--- src/rtl/mem_access_pkg.sv ---
// Shared definitions for the MEM-stage load/store unit: bus widths, access-size
// encodings and the bus-transaction FSM states.
package mem_access_pkg;

    localparam int RegBus     = 32;
    localparam int RegAddrBus = 5;

    localparam logic [RegBus-1:0] ZeroWord = '0;

    typedef enum logic [2:0] {
        MEM_B  = 3'b000,
        MEM_H  = 3'b001,
        MEM_W  = 3'b010,
        MEM_BU = 3'b100,
        MEM_HU = 3'b101
    } mem_op_e;

    typedef enum logic [1:0] {
        S_IDLE = 2'd0,
        S_WAIT = 2'd1,
        S_RESP = 2'd2
    } mem_state_e;

endpackage

--- src/rtl/mem_align.sv ---
// Combinational lane logic: store strobes/data replication, load byte/halfword
// extraction with sign or zero extension, and address-alignment checking.
module mem_align
    import mem_access_pkg::*;
(
    input  logic [2:0]        memop,
    input  logic [1:0]        addr_lo,
    input  logic [RegBus-1:0] wdata,
    input  logic [RegBus-1:0] rdata,
    output logic [3:0]        wstrb,
    output logic [RegBus-1:0] wdata_lane,
    output logic [RegBus-1:0] ld_data,
    output logic              misaligned
);

    logic [7:0]  byte_sel;
    logic [15:0] half_sel;

    always_comb begin
        byte_sel = rdata[{addr_lo, 3'b000} +: 8];
        half_sel = addr_lo[1] ? rdata[31:16] : rdata[15:0];
    end

    always_comb begin
        wstrb      = '0;
        wdata_lane = ZeroWord;
        ld_data    = ZeroWord;
        misaligned = 1'b0;
        case (memop)
            MEM_B, MEM_BU: begin
                wstrb      = 4'b0001 << addr_lo;
                wdata_lane = {4{wdata[7:0]}};
                ld_data    = (memop == MEM_B) ? {{24{byte_sel[7]}}, byte_sel}
                                              : {24'h0, byte_sel};
            end
            MEM_H, MEM_HU: begin
                wstrb      = addr_lo[1] ? 4'b1100 : 4'b0011;
                wdata_lane = {2{wdata[15:0]}};
                ld_data    = (memop == MEM_H) ? {{16{half_sel[15]}}, half_sel}
                                              : {16'h0, half_sel};
                misaligned = addr_lo[0];
            end
            MEM_W: begin
                wstrb      = 4'b1111;
                wdata_lane = wdata;
                ld_data    = rdata;
                misaligned = |addr_lo;
            end
            default: ;
        endcase
    end

endmodule

--- src/rtl/mem_access.sv ---
// MEM-stage load/store unit: runs one req/ack data-memory transaction per
// aligned memory instruction, stalls the front of the pipe, and feeds MEM_WB.
module mem_access
    import mem_access_pkg::*;
(
    input  logic                  clk,
    input  logic                  rst,
    input  logic                  ex_valid,
    input  logic                  ex_MemRead,
    input  logic                  ex_MemWrite,
    input  logic                  ex_RegWrite,
    input  logic                  ex_MemtoReg,
    input  logic [2:0]            ex_memop,
    input  logic [RegBus-1:0]     ex_ALUResult,
    input  logic [RegBus-1:0]     ex_wdata,
    input  logic [RegAddrBus-1:0] ex_regdst,
    output logic                  mem_RegWrite,
    output logic                  mem_MemtoReg,
    output logic [RegBus-1:0]     memdata,
    output logic [RegBus-1:0]     mem_ALUResult,
    output logic [RegAddrBus-1:0] mem_regdst,
    output logic                  stall_req,
    output logic                  excp_adel,
    output logic                  excp_ades,
    output logic                  dm_req,
    output logic                  dm_we,
    output logic [RegBus-1:0]     dm_addr,
    output logic [3:0]            dm_wstrb,
    output logic [RegBus-1:0]     dm_wdata,
    input  logic                  dm_ack,
    input  logic [RegBus-1:0]     dm_rdata
);

    mem_state_e        state, state_n;
    logic [RegBus-1:0] ld_buf;
    logic [RegBus-1:0] ld_data;
    logic              misaligned;
    logic              mem_op;
    logic              addr_err;
    logic              start;

    mem_align u_align (
        .memop      (ex_memop),
        .addr_lo    (ex_ALUResult[1:0]),
        .wdata      (ex_wdata),
        .rdata      (dm_rdata),
        .wstrb      (dm_wstrb),
        .wdata_lane (dm_wdata),
        .ld_data    (ld_data),
        .misaligned (misaligned)
    );

    // Qualified by rst so a flushed pipe reads as idle while reset is held.
    always_comb begin
        mem_op   = rst & ex_valid & (ex_MemRead | ex_MemWrite);
        addr_err = mem_op & misaligned;
        start    = mem_op & ~misaligned;
    end

    always_ff @(posedge clk or negedge rst) begin
        if (!rst) begin
            state  <= S_IDLE;
            ld_buf <= '0;
        end else begin
            state <= state_n;
            if (state == S_WAIT && dm_ack)
                ld_buf <= ld_data;
        end
    end

    always_comb begin
        state_n   = state;
        dm_req    = 1'b0;
        stall_req = 1'b0;
        case (state)
            S_IDLE: begin
                if (start) begin
                    stall_req = 1'b1;
                    state_n   = S_WAIT;
                end
            end
            S_WAIT: begin
                dm_req    = 1'b1;
                stall_req = 1'b1;
                if (dm_ack)
                    state_n = S_RESP;
            end
            S_RESP:  state_n = S_IDLE;
            default: state_n = S_IDLE;
        endcase
    end

    // Stalled cycles present a bubble to MEM_WB, which has no enable.
    always_comb begin
        excp_adel     = addr_err & ex_MemRead;
        excp_ades     = addr_err & ex_MemWrite;
        mem_RegWrite  = rst & ex_valid & ex_RegWrite & ~stall_req & ~addr_err;
        mem_MemtoReg  = rst & ex_valid & ex_MemtoReg & ~stall_req;
        memdata       = (state == S_RESP && ex_MemRead) ? ld_buf : ZeroWord;
        mem_ALUResult = ex_ALUResult;
        mem_regdst    = ex_regdst;
        dm_we         = ex_MemWrite;
        dm_addr       = {ex_ALUResult[31:2], 2'b00};
    end

endmodule

--- config.mk ---
export PLATFORM = sky130hd
export DESIGN_NAME = mem_access
export DESIGN_NICKNAME = d
export VERILOG_FILES = /design/src/rtl/mem_access_pkg.sv /design/src/rtl/mem_align.sv /design/src/rtl/mem_access.sv
export SDC_FILE = /design/constraint.sdc
export NUM_CORES = 1
export LEC_CHECK = 0
export BUFFER_PORTS_ARGS = -buffer_cell sky130_fd_sc_hd__buf_4
export CAP_MARGIN = 20
export CORE_AREA = 2 2 101 103
export DETAILED_ROUTE_END_ITERATION = 16
export DIE_AREA = 0 0 103 105
export GPL_TIMING_DRIVEN = 0
export PLACE_DENSITY = 0.75
export SETUP_SLACK_MARGIN = 0.05
export SLEW_MARGIN = 20
export SYNTH_ARGS = -nofsm -noshare
export SYNTH_HDL_FRONTEND = slang
export SYNTH_SLANG_ARGS = --single-unit
--- constraint.sdc ---
create_clock -name clk -period 1.5 [get_ports clk]
set_clock_uncertainty 0.05 [all_clocks]
set_input_delay 0.15 -clock clk [delete_from_list [all_inputs] [get_ports clk]]
set_output_delay 0.15 -clock clk [all_outputs]
set_load 0.05 [all_outputs]
==> run summary, run 1 <==
Routed vias: 4008
Kind of critical path: reg2out
Clock buffer depth: 2
Slew @ Worst Pin: 0.845 ns
Antenna violations before repair: 0
Initial core utilization: 34.1%
Synth Area in XOR/XNOR: 0%
Status: finished, violations left
Tmin final: 1.73 ns
Vias per cell: 4.97
Post-synthesis compound-gate area fraction: 21.6%
Vias in the first global route: 3948
Leak pwr: 3.38 nW
Clk slew on worst S/H paths: 0.07 ns
Startpoint types: flop
Critical Path Fanout Max: 8
Critical path's top delay family: simple AND/OR/NAND/NOR gates
Die H: 105 µm
CTS tree: yes
RSZ-0062 raised after global routing: true
Max Used Layer: met4
Die W: 103 µm
Root buffer cell: clkbuf_8
Slowest stage delay, CP: 0.42 ns
Share of cells above drive strength 1: 74.0%
Final count of negative-setup-slack endpoints: 88
Core area: 9640 µm²
Synthesized flop and latch total: 34
H-tree depth: 2
P&R area growth vs syn: 110%
Crit. End Element: output port
Buffers on Ports: 216
Row Count: 36
Multi-input logic area: 2360 µm²
Met2 wire len: 7640 µm
Largest net degree at the start of global routing: 35
Final Net Count: 785
Synth Instances: 415
Ys flop type: dfrtp_1
Flip-flop and latch area: 852 µm²
# diodes: 0
Switch Pwr: 2.31 mW
Req. time, crit path: 1.30 ns
Post-synth ARST share: 100%
Syn Std Cell Area: 3290 µm²
Post-synthesis mux area share: 10.9%
Comb pwr share: 56.3%
HPWL Detailed: 9500 µm
Register area share after synthesis: 25.9%
Cell taking the most area after synthesis: dfrtp_1
Gr ovfl total: 0
GRT Total Usage: 22.8%
Failing checks: negative setup slack
Final Util: 71.7%
DRT met1 WL: 5130 µm
Worst Setup Slack, final: -0.225 ns
Slew headroom: 43.0%
CTS Sinks: 34
Initial DRC Count: 258
Ports: 256
Period utilization: 115%
First-pass GRT wire length: 19800 µm
Synth top cells by count: 70 x buf_4, 41 x and2_1, 35 x nand2_1, 35 x nor2_1, 34 x dfrtp_1
GPL Wtd Cong: 0.899
Drt first pass iters: 4
Endpoints failing hold: 0
Slew Limit Fails: 0
Area after DPL: 5310 µm²
Drc violations: 0
# Max-Cap Violations: 0
Most common cell in the netlist: buf_4
Internal power: 3.14 mW
Clock Power Share: 14.8%
Simple-Gate Fraction of Synth Area: 20.4%
Net Sw Frac: 42.4%
F_max: 580 MHz
Post-Layout Cell Count: 807
Pre-CTS setup slack: -0.361 ns
Largest family of logic cells by synthesized area: compound AO/OA/AOI/OAI gates
PD cells: 789 nW/µm²
Synth top area cells: dfrtp_1 26%, buf_4 16%, mux2i_1 8.8%
WL/cell: 17.7 µm
CP max-delay cell: dfrtp_1
Distinct cells, synth: 41
Crit path buf inv count: 3
Mean post-synth cell area: 7.92 µm²
Number of synthesized flops with an enable pin: 0
Num CTS Buffers: 5
Layout Cell Area excl Fill: 6920 µm²
Worst EP arrival: 1.53 ns
Total wire length: 14300 µm
Hold Crit Class: in2reg
Seq pwr share: 28.9%
Tot Pwr: 5.45 mW
Routed wl met3: 1060 µm
Antenna viol nets, final: 0
Post-synth top area share: 25.9%
Fill cells: 686
Worst vdd ir: 0.471 mV
Critical path, cell by cell: inv_2 > and3_4 > clkbuf_8 > and2_4 > buf_8
Die area: 10800 µm²
Clk_lat worst skew: 0.29 ns
Synthesis Warnings: 0
Post-synthesis adder-cell area fraction: 0%
Placed Cells: 765
worst min-delay path, cell delays in order:
cell	delay [ns]
buf_4	0.12
nand2_1	0.06
a21oi_2	0.05
placed cells by master, fill, tap and decap left out, types with 7 or more instances in the layout:
master,instances
buf_4,234
buf_8,58
dfrtp_1,33
and2_4,31
mux2i_1,29
nor2_1,29
nand2_1,26
a21oi_2,26
buf_6,24
o21ai_2,22
a21o_4,16
clkbuf_8,13
a21oi_1,11
buf_12,10
and2_1,10
inv_1,8
nand2_4,7
o22ai_1,7
registers in the layout, summed over array words and instances, names as in the netlist:
name and count:
state 2, ld_buf 32
stage by stage:
stage / hold slack, ns / setup TNS (ns)
6_report: 0.0766 / -9.85
5_1_grt: 0.0846 / -13.65
4_1_cts: 0.0701 / -6.57
3_5_place_dp: 0.0808 / -18.80
3_3_place_gp: 0.0693 / -16.81
2_1_floorplan: -0.196 / -4.93
worst paths after layout:
check	from	to	slack, ns	cells after the start
min in group asynchronous	rst	ld_buf[30]$_DFFE_PN0P_	0.34	3
worst max register to register	state[0]$_DFFE_PN0P_	ld_buf[5]$_DFFE_PN0P_	-0.11	9
worst min-delay path	dm_rdata[21]	ld_buf[21]$_DFFE_PN0P_	0.08	3
worst min register to register	ld_buf[31]$_DFFE_PN0P_	ld_buf[31]$_DFFE_PN0P_	0.47	2
max in group asynchronous	rst	state[1]$_DFFE_PN0P_	0.86	3
worst max-delay path	state[0]$_DFFE_PN0P_	memdata[5]	-0.23	5
cells by family after synthesis:
| logic type | after synthesis |
|---|---|
| multiplexers | 33 |
| AND/OR/NAND/NOR | 132 |
| buffers and inverters | 106 |
| AO/OA/AOI/OAI | 109 |
| other | 1 |
| flip-flops | 34 |
power groups by stage:
stage	combinational [mW]	sequential (mW)	clock, mW
6_report	3.07	1.58	0.807
5_1_grt	3.23	1.62	0.839
3_3_place_gp	2.32	1.47	0
4_1_cts	2.71	1.51	0.808
3_5_place_dp	2.36	1.49	0
2_1_floorplan	1.69	1.42	0
layout make-up:
type	instances	share of cell area (%)
Sequential cell	34	12.3
Clock buffer	8	1.59
Tap cell	133	2.41
Timing Repair Buffer	250	36.4
Multi-Input combinational cell	276	34.2
Inverter	10	0.724
Buffer	95	12.2
Timing Repair inverter	1	0.163
repair_timing:
action                                  CTS  global route
pin swaps                                41            33
hold endpoints to repair                 34             0
endpoints found under the setup margin   92            97
resized for setup                       222           102
hold buffers                              2             0
cloned                                    6             4
buffers inserted                         15             8
metal layers:
layer / GRT usage, % / vias to the layer above
met2: 41.6 / 214
li1: - / 1850
met1: 26.0 / 1899
met4: 8.08 / 0
met3: 4.08 / 45
met5: 0 / -
Note: power is estimated with default switching activity, not from simulation.
==> run 2, diff against run 1 <==
--- a/config.mk
+++ b/config.mk
@@ -5,13 +5,15 @@
 export SDC_FILE = /design/constraint.sdc
 export NUM_CORES = 1
 export LEC_CHECK = 0
+export ABC_AREA = 1
 export BUFFER_PORTS_ARGS = -buffer_cell sky130_fd_sc_hd__buf_4
 export CAP_MARGIN = 20
-export CORE_AREA = 2 2 101 103
+export CORE_ASPECT_RATIO = 2
+export CORE_MARGIN = 1
+export CORE_UTILIZATION = 40
 export DETAILED_ROUTE_END_ITERATION = 16
-export DIE_AREA = 0 0 103 105
 export GPL_TIMING_DRIVEN = 0
-export PLACE_DENSITY = 0.75
+export PLACE_DENSITY = 0.79
 export SETUP_SLACK_MARGIN = 0.05
 export SLEW_MARGIN = 20
 export SYNTH_ARGS = -nofsm -noshare
==> run 2 against run 1 <==
The run still ends with negative setup slack left. Highest routed layer unchanged. Combinational power grew 16%. Largest power group unchanged. Clock power grew 28%. Critical path type unchanged. Clock-buffer cell count shrank 1. Worst setup slack gained 0.057 ns.
==> run summary, run 2 <==
Status: finished, violations left
Core area: 9700 µm² (+0.62%)
Req. time, crit path: 1.30 ns (about the same)
Final count of negative-setup-slack endpoints: 35 (-60%)
Hold worst-path end: state[0]$_DFFE_PN0P_
Vias per cell: 4.67 (-6.1%)
Fill cells: 886 (+29%)
Worst vdd ir: 0.557 mV (+18%)
GPL Wtd Cong: 1.02 (+14%)
Root buffer cell: clkbuf_16
Die area: 10400 µm² (-4.2%)
Gr ovfl total: 0 (unchanged)
Mean post-synth cell area: 5.69 µm² (-28%)
Die W: 72.5 µm (-30%)
F_max: 599 MHz (+3.4%)
CTS tree: yes
RSZ-0062 raised after global routing: true
Die H: 143 µm (+36%)
Hold Crit Class: in2reg
Tot Pwr: 6.13 mW (+12%)
Most common cell after layout, fill and taps aside: nand2_1
Distinct cells, synth: 27 (-34%)
CTS Sinks: 34 (unchanged)
Register area share after synthesis: 21.4% (-4.5 points)
Top Registers: ld_buf x32, state x2
Hold path startpoint: dm_ack
Routed vias: 4992 (+25%)
Ports: 256 (unchanged)
Clock Power Share: 16.8% (+2.0 points)
Pre-CTS setup slack: -0.216 ns (+0.145 ns)
Switch Pwr: 2.87 mW (+24%)
Internal power: 3.26 mW (+3.6%)
HPWL Detailed: 11700 µm (+23%)
Number of synthesized flops with an enable pin: 0 (unchanged)
Leak pwr: 3.89 nW (+15%)
# Max-Cap Violations: 0 (unchanged)
Initial DRC Count: 207 (-20%)
Post-synth top area share: 26.6% (+0.77 points)
Vias in the first global route: 4774 (+21%)
Clk_lat worst skew: 0.28 ns (about the same)
Flip-flop and latch area: 852 µm² (unchanged)
FF-to-FF setup slack: 0.10 ns (+0.21 ns)
Clock buffer depth: 2 (unchanged)
Worst Setup Slack, final: -0.168 ns (+0.0570 ns)
Net Sw Frac: 46.9% (+4.5 points)
Period utilization: 111% (-3.8 points)
Post-synth ARST share: 100% (unchanged)
First-pass GRT wire length: 21700 µm (+9.3%)
H-tree depth: 2 (unchanged)
WL/cell: 13.4 µm (-24%)
# diodes: 0 (unchanged)
Worst EP arrival: 1.47 ns (-0.06 ns)
Synth top cells by count: 282 x nand2_1, 104 x inv_1, 71 x buf_4
Failing checks: negative setup slack
Clk slew on worst S/H paths: 0.05 ns (-0.02 ns)
Row Count: 51 (+42%)
Endpoints failing hold: 0 (unchanged)
Slew Limit Fails: 0 (unchanged)
GRT Total Usage: 27.5% (+4.7 points)
Reg2reg start: state[0]$_DFFE_PN0P_
Tmin final: 1.67 ns (-0.0570 ns)
Startpoint types: flop
Ys flop type: dfrtp_1
Drc violations: 0 (unchanged)
Synth Instances: 698 (+68%)
Number of flip-flops in the largest register: 32 (unchanged)
Commonest cells after routing, fill and taps aside: 280 x nand2_1, 275 x buf_4, 101 x inv_1
Largest net degree at the start of global routing: 35 (unchanged)
Critical Path Fanout Max: 8 (unchanged)
Most common cell in the netlist: nand2_1
Top reg by flops: ld_buf
Antenna viol nets, final: 0 (unchanged)
Antenna violations before repair: 0 (unchanged)
Synthesis Warnings: 0 (unchanged)
Seq pwr share: 25.1% (-3.8 points)
Crit. End Element: output port
Cell taking the most area after synthesis: nand2_1
Synth top area cells: nand2_1 27%, dfrtp_1 21%, buf_4 13%
Num CTS Buffers: 5 (unchanged)
Drt first pass iters: 6 (+2)
Final Net Count: 1049 (+34%)
PD cells: 927 nW/µm² (+17%)
WHS Path Cells: 3 (unchanged)
Total wire length: 14300 µm (+0.17%)
Comb pwr share: 58.2% (+1.9 points)
Initial core utilization: 41.0% (+6.8 points)
Share of cells above drive strength 1: 45.4% (-29 points)
Syn Std Cell Area: 3970 µm² (+21%)
Worst R2R End: ld_buf[1]$_DFFE_PN0P_
Buffers on Ports: 215 (-0.46%)
Synthesized flop and latch total: 34 (unchanged)
Reg2Reg Depth: 7 (-2)
Kind of critical path: reg2out
P&R area growth vs syn: 66.5%
Multi-input logic area: 2250 µm² (-4.6%)
[run 2: changes by cell type in the layout (fill, tap and decap cells not counted), sizes merged, moves of 8 or more]
cell and change:
a22o +8, inv +112, buf -10, and2 -41, a21oi -40, nand3 +25, nand4 +32, nor2 +16
nand2 +261, mux2i -29, a21o -16, o21ai -17
[run 2: stage by stage]
step | TNS, ns | instance area [µm²] | hold WS [ns] | utilization [%] | cells
finish | -4.77 | 6620 | 0.207 | 68.2 | 1070
global route | -6.57 | 6620 | 0.211 | 68.2 | 1070
CTS | -5.01 | 6500 | 0.138 | 67.1 | 1063
detailed placement | -7.80 | 6070 | 0.0713 | 62.6 | 1046
global placement | -7.58 | 6070 | 0.0653 | 62.6 | 1046
floorplan | -0.742 | 4290 | -0.196 | - | 699
[run 2: what timing repair did]
item,4_1_cts,5_1_grt
pin swaps,4,6
cloned,3,0
gates resized for setup,43,30
hold buffers,2,0
endpoints found under the setup margin,88,78
hold endpoints to repair,34,0
buffers inserted,5,8
[run 2: how the worst max path moves through the flow]
stage / startpoint / endpoint / slack [ns] / depth (start not counted)
after floorplan: ex_memop[1] / dm_wdata[10] / -0.09 / 7
final: state[0]$_DFFE_PN0P_ / memdata[27] / -0.17 / 5
after global routing: state[0]$_DFFE_PN0P_ / memdata[24] / -0.22 / 5
after CTS: state[0]$_DFFE_PN0P_ / memdata[27] / -0.18 / 5
after global placement: state[1]$_DFFE_PN0P_ / memdata[28] / -0.23 / 4
after detailed placement: state[1]$_DFFE_PN0P_ / memdata[27] / -0.22 / 4
[run 2: power by group through the flow]
| stage | clock network, mW | registers [mW] | logic, mW |
|---|---|---|---|
| after floorplan | 0 | 1.50 | 2.42 |
| after global placement | 0 | 1.53 | 3.21 |
| after detailed placement | 0 | 1.54 | 3.24 |
| after CTS | 1.02 | 1.53 | 3.44 |
| after global routing | 1.07 | 1.59 | 3.85 |
| final | 1.03 | 1.54 | 3.56 |
[run 2: worst max-delay path: stages (launching register included)]
cell	delay (ns)
dfrtp_1	0.39
inv_2	0.09
nand3_4	0.18
clkbuf_16	0.24
nor2_4	0.12
buf_8	0.16
[run 2: logic make-up (layout without fill, tap and decap cells)]
kind of cell           Yosys count  after routing  share of synthesized area [%]
AO/OA/AOI/OAI                   29             29                           4.98
buffers and inverters          228            467                           30.1
flip-flops                      34             34                           21.4
other                            1              2                         0.0944
AND/OR/NAND/NOR                406            406                           43.4
[run 2: final cells by class]
| cell class | instances | share of cell area [%] |
|---|---|---|
| Buffer | 103 | 12.3 |
| Sequential cell | 34 | 12.9 |
| Clock buffer | 7 | 2.16 |
| Tap cell | 132 | 2.50 |
| Clock inverter | 1 | 0.0757 |
| Multi-Input combinational cell | 437 | 34.1 |
| Timing Repair Buffer | 232 | 28.7 |
| Inverter | 124 | 7.38 |
[run 2: routing by layer]
metal	up-vias	share of wire (%)	GRT usage, %	wire length [µm]
met4	0	4.9	15.6	697
met3	43	8.1	3.25	1160
met1	2166	29	23.3	4220
met2	292	58	57.3	8240
met5	-	0	0	0
li1	2491	-	-	-
